## src/rtl/aes_job_sched.sv

```systemverilog
// Round-robin job controller in front of a fixed-latency AES-128 core: accepts one
// request at a time, holds it on the core for AES_LATENCY cycles, returns the tagged ciphertext.
module aes_job_sched #(
  parameter int unsigned NUM_REQ     = 2,
  parameter int unsigned AES_LATENCY = 11,
  parameter int unsigned CNT_W       = 16
) (
  input  logic                     clk,
  input  logic                     rst_n,
  input  logic [NUM_REQ-1:0]       req_valid_i,
  output logic [NUM_REQ-1:0]       req_ready_o,
  input  logic [NUM_REQ*128-1:0]   req_key_i,
  input  logic [NUM_REQ*128-1:0]   req_data_i,
  output logic                     rsp_valid_o,
  input  logic                     rsp_ready_i,
  output logic [127:0]             rsp_data_o,
  output logic [1:0]               rsp_id_o,
  output logic                     core_en_o,
  output logic [127:0]             core_key_o,
  output logic [127:0]             core_data_o,
  input  logic [127:0]             core_result_i,
  output logic                     busy_o,
  output logic [CNT_W-1:0]         jobs_done_o
);

  localparam int unsigned ID_W   = 2;
  localparam int unsigned DIST_W = ID_W + 1;
  localparam int unsigned LAT_W  = $clog2(AES_LATENCY + 1);
  localparam logic [LAT_W-1:0] LAST_CNT = LAT_W'(AES_LATENCY - 1);

  typedef enum logic [1:0] {
    IDLE = 2'd0,
    RUN  = 2'd1,
    HOLD = 2'd2
  } state_t;

  state_t             r_state;
  state_t             w_state_nxt;
  logic [ID_W-1:0]    r_last_grant;
  logic [ID_W-1:0]    r_id;
  logic [LAT_W-1:0]   r_cnt;
  logic [127:0]       r_core_key;
  logic [127:0]       r_core_data;
  logic [127:0]       r_rsp_data;
  logic [ID_W-1:0]    r_rsp_id;
  logic               r_core_en;
  logic               r_rsp_valid;
  logic               r_busy;
  logic [CNT_W-1:0]   r_jobs_done;

  logic               w_any;
  logic [ID_W-1:0]    w_grant;
  logic [DIST_W-1:0]  w_dist;
  logic [DIST_W-1:0]  w_best_d;
  logic [127:0]       w_key;
  logic [127:0]       w_data;
  logic               w_accept;
  logic               w_capture;
  logic               w_rsp_hs;

  // Round-robin: pick the valid requester closest after the last grant.
  always_comb begin
    w_any    = 1'b0;
    w_grant  = '0;
    w_dist   = '0;
    w_best_d = DIST_W'(NUM_REQ);
    for (int i = 0; i < NUM_REQ; i++) begin
      w_dist = DIST_W'((i + 2 * NUM_REQ - 1 - int'(r_last_grant)) % NUM_REQ);
      if (req_valid_i[i] && (w_dist < w_best_d)) begin
        w_best_d = w_dist;
        w_grant  = ID_W'(i);
        w_any    = 1'b1;
      end
    end
  end

  always_comb begin
    w_key  = '0;
    w_data = '0;
    for (int i = 0; i < NUM_REQ; i++) begin
      if (w_grant == ID_W'(i)) begin
        w_key  = req_key_i[128*i +: 128];
        w_data = req_data_i[128*i +: 128];
      end
    end
  end

  // Next state and handshake strobes; ready is combinational and masked while in reset.
  always_comb begin
    w_state_nxt = r_state;
    req_ready_o = '0;
    w_accept    = 1'b0;
    w_capture   = 1'b0;
    w_rsp_hs    = 1'b0;
    case (r_state)
      IDLE: begin
        if (w_any && rst_n) begin
          req_ready_o = NUM_REQ'(1) << w_grant;
          w_accept    = 1'b1;
          w_state_nxt = RUN;
        end
      end
      RUN: begin
        if (r_cnt == LAST_CNT) begin
          w_capture   = 1'b1;
          w_state_nxt = HOLD;
        end
      end
      HOLD: begin
        if (rsp_ready_i) begin
          w_rsp_hs    = 1'b1;
          w_state_nxt = IDLE;
        end
      end
      default: w_state_nxt = IDLE;
    endcase
  end

  always_ff @(posedge clk or negedge rst_n) begin
    if (!rst_n) begin
      r_state      <= IDLE;
      r_last_grant <= ID_W'(NUM_REQ - 1);
      r_id         <= '0;
      r_cnt        <= '0;
      r_core_key   <= '0;
      r_core_data  <= '0;
      r_rsp_data   <= '0;
      r_rsp_id     <= '0;
      r_core_en    <= 1'b0;
      r_rsp_valid  <= 1'b0;
      r_busy       <= 1'b0;
      r_jobs_done  <= '0;
    end else begin
      r_state     <= w_state_nxt;
      r_core_en   <= (w_state_nxt == RUN);
      r_rsp_valid <= (w_state_nxt == HOLD);
      r_busy      <= (w_state_nxt != IDLE);
      if (w_accept) begin
        r_core_key   <= w_key;
        r_core_data  <= w_data;
        r_id         <= w_grant;
        r_last_grant <= w_grant;
        r_cnt        <= '0;
      end else if (r_state == RUN) begin
        r_cnt <= r_cnt + LAT_W'(1);
      end
      if (w_capture) begin
        r_rsp_data <= core_result_i;
        r_rsp_id   <= r_id;
      end
      if (w_rsp_hs) begin
        r_jobs_done <= r_jobs_done + CNT_W'(1);
      end
    end
  end

  assign core_en_o   = r_core_en;
  assign core_key_o  = r_core_key;
  assign core_data_o = r_core_data;
  assign rsp_valid_o = r_rsp_valid;
  assign rsp_data_o  = r_rsp_data;
  assign rsp_id_o    = r_rsp_id;
  assign busy_o      = r_busy;
  assign jobs_done_o = r_jobs_done;

endmodule

```

## config.mk

```make
export PLATFORM = sky130hd
export DESIGN_NAME = aes_job_sched
export DESIGN_NICKNAME = d
export VERILOG_FILES = /design/src/rtl/aes_job_sched.sv
export SDC_FILE = /design/constraint.sdc
export NUM_CORES = 1
export LEC_CHECK = 0
export ABC_AREA = 1
export BUFFER_PORTS_ARGS = -buffer_cell sky130_fd_sc_hd__buf_2
export CORE_AREA = 2 2 411 413
export DETAILED_ROUTE_END_ITERATION = 7
export DIE_AREA = 0 0 413 415
export PLACE_DENSITY = 0.38
export SKIP_CTS_REPAIR_TIMING = 1
export SYNTH_ARGS = -nofsm -noshare
export SYNTH_HDL_FRONTEND = slang
export SYNTH_SLANG_ARGS = --single-unit
export TNS_END_PERCENT = 10
```

## constraint.sdc

```tcl
create_clock -name clk -period 2.1 [get_ports clk]
set_input_delay 0.315 -clock clk [delete_from_list [all_inputs] [get_ports clk]]
set_output_delay 0.315 -clock clk [all_outputs]
set_load 0.02 [all_outputs]
```

**Yosys cells after proc, flatten, opt, wreduce, memory -nomap -nowiden**

Cells that the tools add are included.

- Output and inout port bits: 407
- Register bits: 412
- Logic and storage cells: 54

- Reductions and logical operators: 7
- Multiplexer cells: 22
- Order comparisons: 2
- Shift operators: 1
- Eq/ne operators: 6
- $add $sub $neg: 4

Operators by type and width:

| kind | number |
|---|---|
| two-way mux 128 bit | 4 |
| adder 16 x 1 -> 16 bit, second input constant | 1 |
| two-way mux 2 bit | 6 |
| two-way mux 1 bit | 9 |
| two-way mux 4 bit | 2 |
| case mux 2 bit (3 select lines) | 1 |
| adder 4 x 1 -> 4 bit, second input constant | 1 |
| equality test 2 x 1 -> 1 bit, second input constant | 2 |
| equality test 2 bit, second input constant | 2 |
| equality test 4 bit, second input constant | 1 |
| zero test 2 bit | 2 |
| nonzero test 2 bit | 2 |
| logical AND 1 bit | 3 |
| less-than comparator 1 x 3 -> 1 bit | 1 |
| less-than comparator 1 x 2 -> 1 bit, second input constant | 1 |
| << shifter 1 x 1 -> 2 bit, first input constant | 1 |
| subtractor 1 bit, first input constant | 2 |
| equality test 1 bit, second input constant | 1 |

**Logic depth before layout (Yosys ltp)**

- Word-level depth: 11
- Mapped depth: 9
- Depth with buffers taken out: 8

**Worst setup path after synthesis**

No wires, ideal clock.

- Path type: register -> register
- Start point: reg r_cnt[0]
- End point: reg r_rsp_data[100] (netlist: rsp_data_o[100])
- Buffers on the path: 2
- Clock period less this slack: 1580 ps
- Cell stages (with the launch flop): 9
- Path slack: 520 ps
- Data arrival time: 1455 ps
- Data required time: 1975 ps
- Path through: dfrtp_1 > inv_1 > ha_1 > nand2_1 > nor2_1 > nand2_1 > buf_4 > buf_6 > mux2_2

- Longest elaborated chain between the ends: 3

Ends and longest elaborated chain:

| element | line | RTL |
|---|---|---|
| from (decl) | 41 | `logic [LAT_W-1:0] r_cnt;` |
| from (signal assigned) | 145 | `r_cnt <= r_cnt + LAT_W'(1);` |
| equality test 4 bit | 104 | `if (r_cnt == LAST_CNT) begin` |
| two-way mux 1 bit | 104 |  |
| two-way mux 1 bit | 95 | `case (r_state)` |
| to (signal assigned) | 148 | `r_rsp_data <= core_result_i;` |
| to (decl) | 44 | `logic [127:0] r_rsp_data;` |

Every way passes these cells.
A chain may end at the register's enable or synchronous reset.

**Worst setup path in the final report**

- Start point: reg r_state[0]
- End point: out req_ready_o[1]

- Longest elaborated chain between the ends: 2

Ends and longest elaborated chain:

| element | line | RTL |
|---|---|---|
| from (decl) | 37 | `state_t r_state;` |
| from (signal assigned) | 134 | `r_state <= w_state_nxt;` |
| zero test 2 bit | 95 |  |
| two-way mux 2 bit | 95 |  |
| to (decl) | 11 | `output logic [NUM_REQ-1:0] req_ready_o,` |

Every way passes these cells.

==> out/metrics.csv <==
metric;value;unit
largest net degree at the start of global routing;143;
vias per cell;3.44;
vias in the first global route;17664;
clk_lat worst skew;0.68;ns
setup ws final;-0.293;ns
Post-synth EDFFs;0;
Min-Delay Path Class;in2reg;
Mapped Area;17000;um2
Port-buffer cells;1050;
post-DP HPWL;93400;um
Slew HR;28.4;%
CP Data Required Time;1.78;ns
drt first pass iters;5;
commonest cells in the netlist;nand2_1 (812), dfrtp_1 (411), nand3_1 (264);
CTS tree;done;
Post-synth ARST share;100;%
CTS Buf Count;56;
Die Area;171000;um2
CP Capture Type;primary output;
initial antenna violation count;43;
worst vdd ir;654;uV
GP Congestion;0.857;
Clock transition at path regs;0.06;ns
io pins;1052;
Sink Count;412;
GRT Util Overall;12.7;%
final period utilization;114;%
Final Hold Viols;0;
Vias;19925;
Post-Route Skew;0.0550;ns
first-pass GRT wire length;150000;um
Die W;413;um
share of cells above drive strength 1;38.7;%
area grow syn2layout;99.1;%
gr ovfl total;0;
final setup TNS;-0.553;ns
Most used DFF post-synth;dfrtp_1;
Arr. time, crit path;2.08;ns
Max-Cap Viols;0;
RSZ-0062 raised after global routing;true;
critical-path maximum fanout;8;
Synth Net Count;2432;
drt wl/cell;20.5;um
Yosys warning total;0;
Layout Nets;4159;
CTS root buf;clkbuf_16;
Core ar.;167000;um2
Routed Antenna Nets;0;
Netlist cell types;23;
crit path time final;2.39;ns
Final Setup Violations;2;
Synth area leader;dfrtp_1;
H-tree Lvls;2;
Initial DRC Count;1118;
post-synth top area share;60.3;%
row count;150;
pwr/cell area;1250;nW/um2
syn avg cell area;9.56;um2
Mapped Cells;1784;
register area share after synthesis;60.5;%
synth top area cells;dfrtp_1 (60%), nand2_1 (18%), mux2_2 (8.5%);
Remaining DRCs;0;
total power;42.5;mW
fmax;418;MHz
#FFs+latches synth;412;
Finished Core Util;20.4;%
failing checks;setup timing;
Die Y-Extent;415;um
initial core utilization;10.2;%
P_leak;16.5;nW
cell with the most instances after synthesis;nand2_1;
hold slack;0.0239;ns
Longest Clk Path Bufs;3;
fin. max-slew vios;0;
crit start category;flip-flop;
status;finished, violations left;
actual slew at the worst max-slew pin;1.07;ns
CP Class;reg2out;
Routed Wire Length;119000;um
[flip-flops by register name, indices dropped and copies added (netlist names)]
register and flops:
jobs_done_o 16, r_cnt 4, r_last_grant 1, core_key_o 128, busy_o 1, r_id 1
core_data_o 128, core_en_o 1, r_state 2, rsp_data_o 128, rsp_id_o 1, rsp_valid_o 1
[critical path, cell delays in order, from the launching register on]
cell      delay [ns]
dfrtp_1         0.40
nor2_2          0.14
buf_6           0.14
nand3b_1        0.09
buf_6           0.15
nor2_4          0.16
buf_12          0.16
buf_8           0.12
[path summary, 6_finish.rpt]
| kind | start | endpoint | slack, ns | cells after the start |
|---|---|---|---|---|
| min reg2reg | r_last_grant[0]$_DFFE_PN1P_ | r_last_grant[0]$_DFFE_PN1P_ | 0.48 | 2 |
| max reg2reg | r_state[0]$_DFF_PN0_ | core_key_o[59]$_DFFE_PN0P_ | 0.13 | 10 |
| min in group asynchronous | rst_n | rsp_data_o[86]$_DFFE_PN0P_ | 0.28 | 3 |
| max in group asynchronous | rst_n | core_data_o[123]$_DFFE_PN0P_ | 0.63 | 4 |
| min | req_key_i[62] | core_key_o[62]$_DFFE_PN0P_ | 0.02 | 4 |
| max | r_state[0]$_DFF_PN0_ | req_ready_o[1] | -0.29 | 7 |
[cell families after synthesis]
group,Yosys count,share of synthesized area (%)
XOR/XNOR,12,0.617
AND/OR/NAND/NOR,1102,26.3
flip-flops,412,60.5
buffers and inverters,118,3.60
AO/OA/AOI/OAI,8,0.250
other,1,0.0220
adder cells (fa/ha/maj),3,0.220
multiplexers,128,8.46
[power breakdown]
part	internal, mW	switching, mW
sequential	11.6	2.12
combinational	6.64	12.0
clock	5.90	4.29
[routing by layer]
metal | part of all wire (%) | global-route usage, % | up-vias
li1 | - | - | 9224
met1 | 41 | 15.1 | 9754
met2 | 49 | 21.9 | 776
met3 | 7.6 | 4.20 | 161
met4 | 2.5 | 3.19 | 10
met5 | 0.062 | 0 | -
[per-stage QoR]
step                std cells  setup WS, ns  area (um2)
floorplan                1784         0.520       17000
global placement         5023       -0.0149       25600
detailed placement       5023       -0.0348       25600
CTS                      5127        -0.614       27500
global route             5778        -0.434       33900
finish                   5786        -0.293       33900
[cell type report]
cell class	count	area [um2]
Clock buffer	82	1670
Sequential cell	412	10300
Inverter	18	67.6
Clock inverter	22	275
Antenna cell	25	62.6
Tap cell	2204	2760
Timing Repair Buffer	1769	12700
Multi-Input combinational cell	1254	6140
Fill cell	18538	133000
[layout by cell type, fill, tap and decap left out, drive strengths merged, types with 3 or more instances in the layout]
| master | instances |
|---|---|
| dlygate4sd3 | 620 |
| nand3 | 264 |
| nand2 | 812 |
| xnor2 | 5 |
| bufinv | 3 |
| dfrtp | 411 |
| inv | 18 |
| clkinv | 16 |
| mux2 | 128 |
| nor2 | 21 |
| a21oi | 3 |
| buf | 1148 |
| ha | 3 |
| o21ai | 4 |
| diode | 25 |
| xor2 | 7 |
| clkinvlp | 3 |
| nand4 | 3 |
| clkbuf | 83 |
Note: power is estimated with default switching activity, not from simulation.
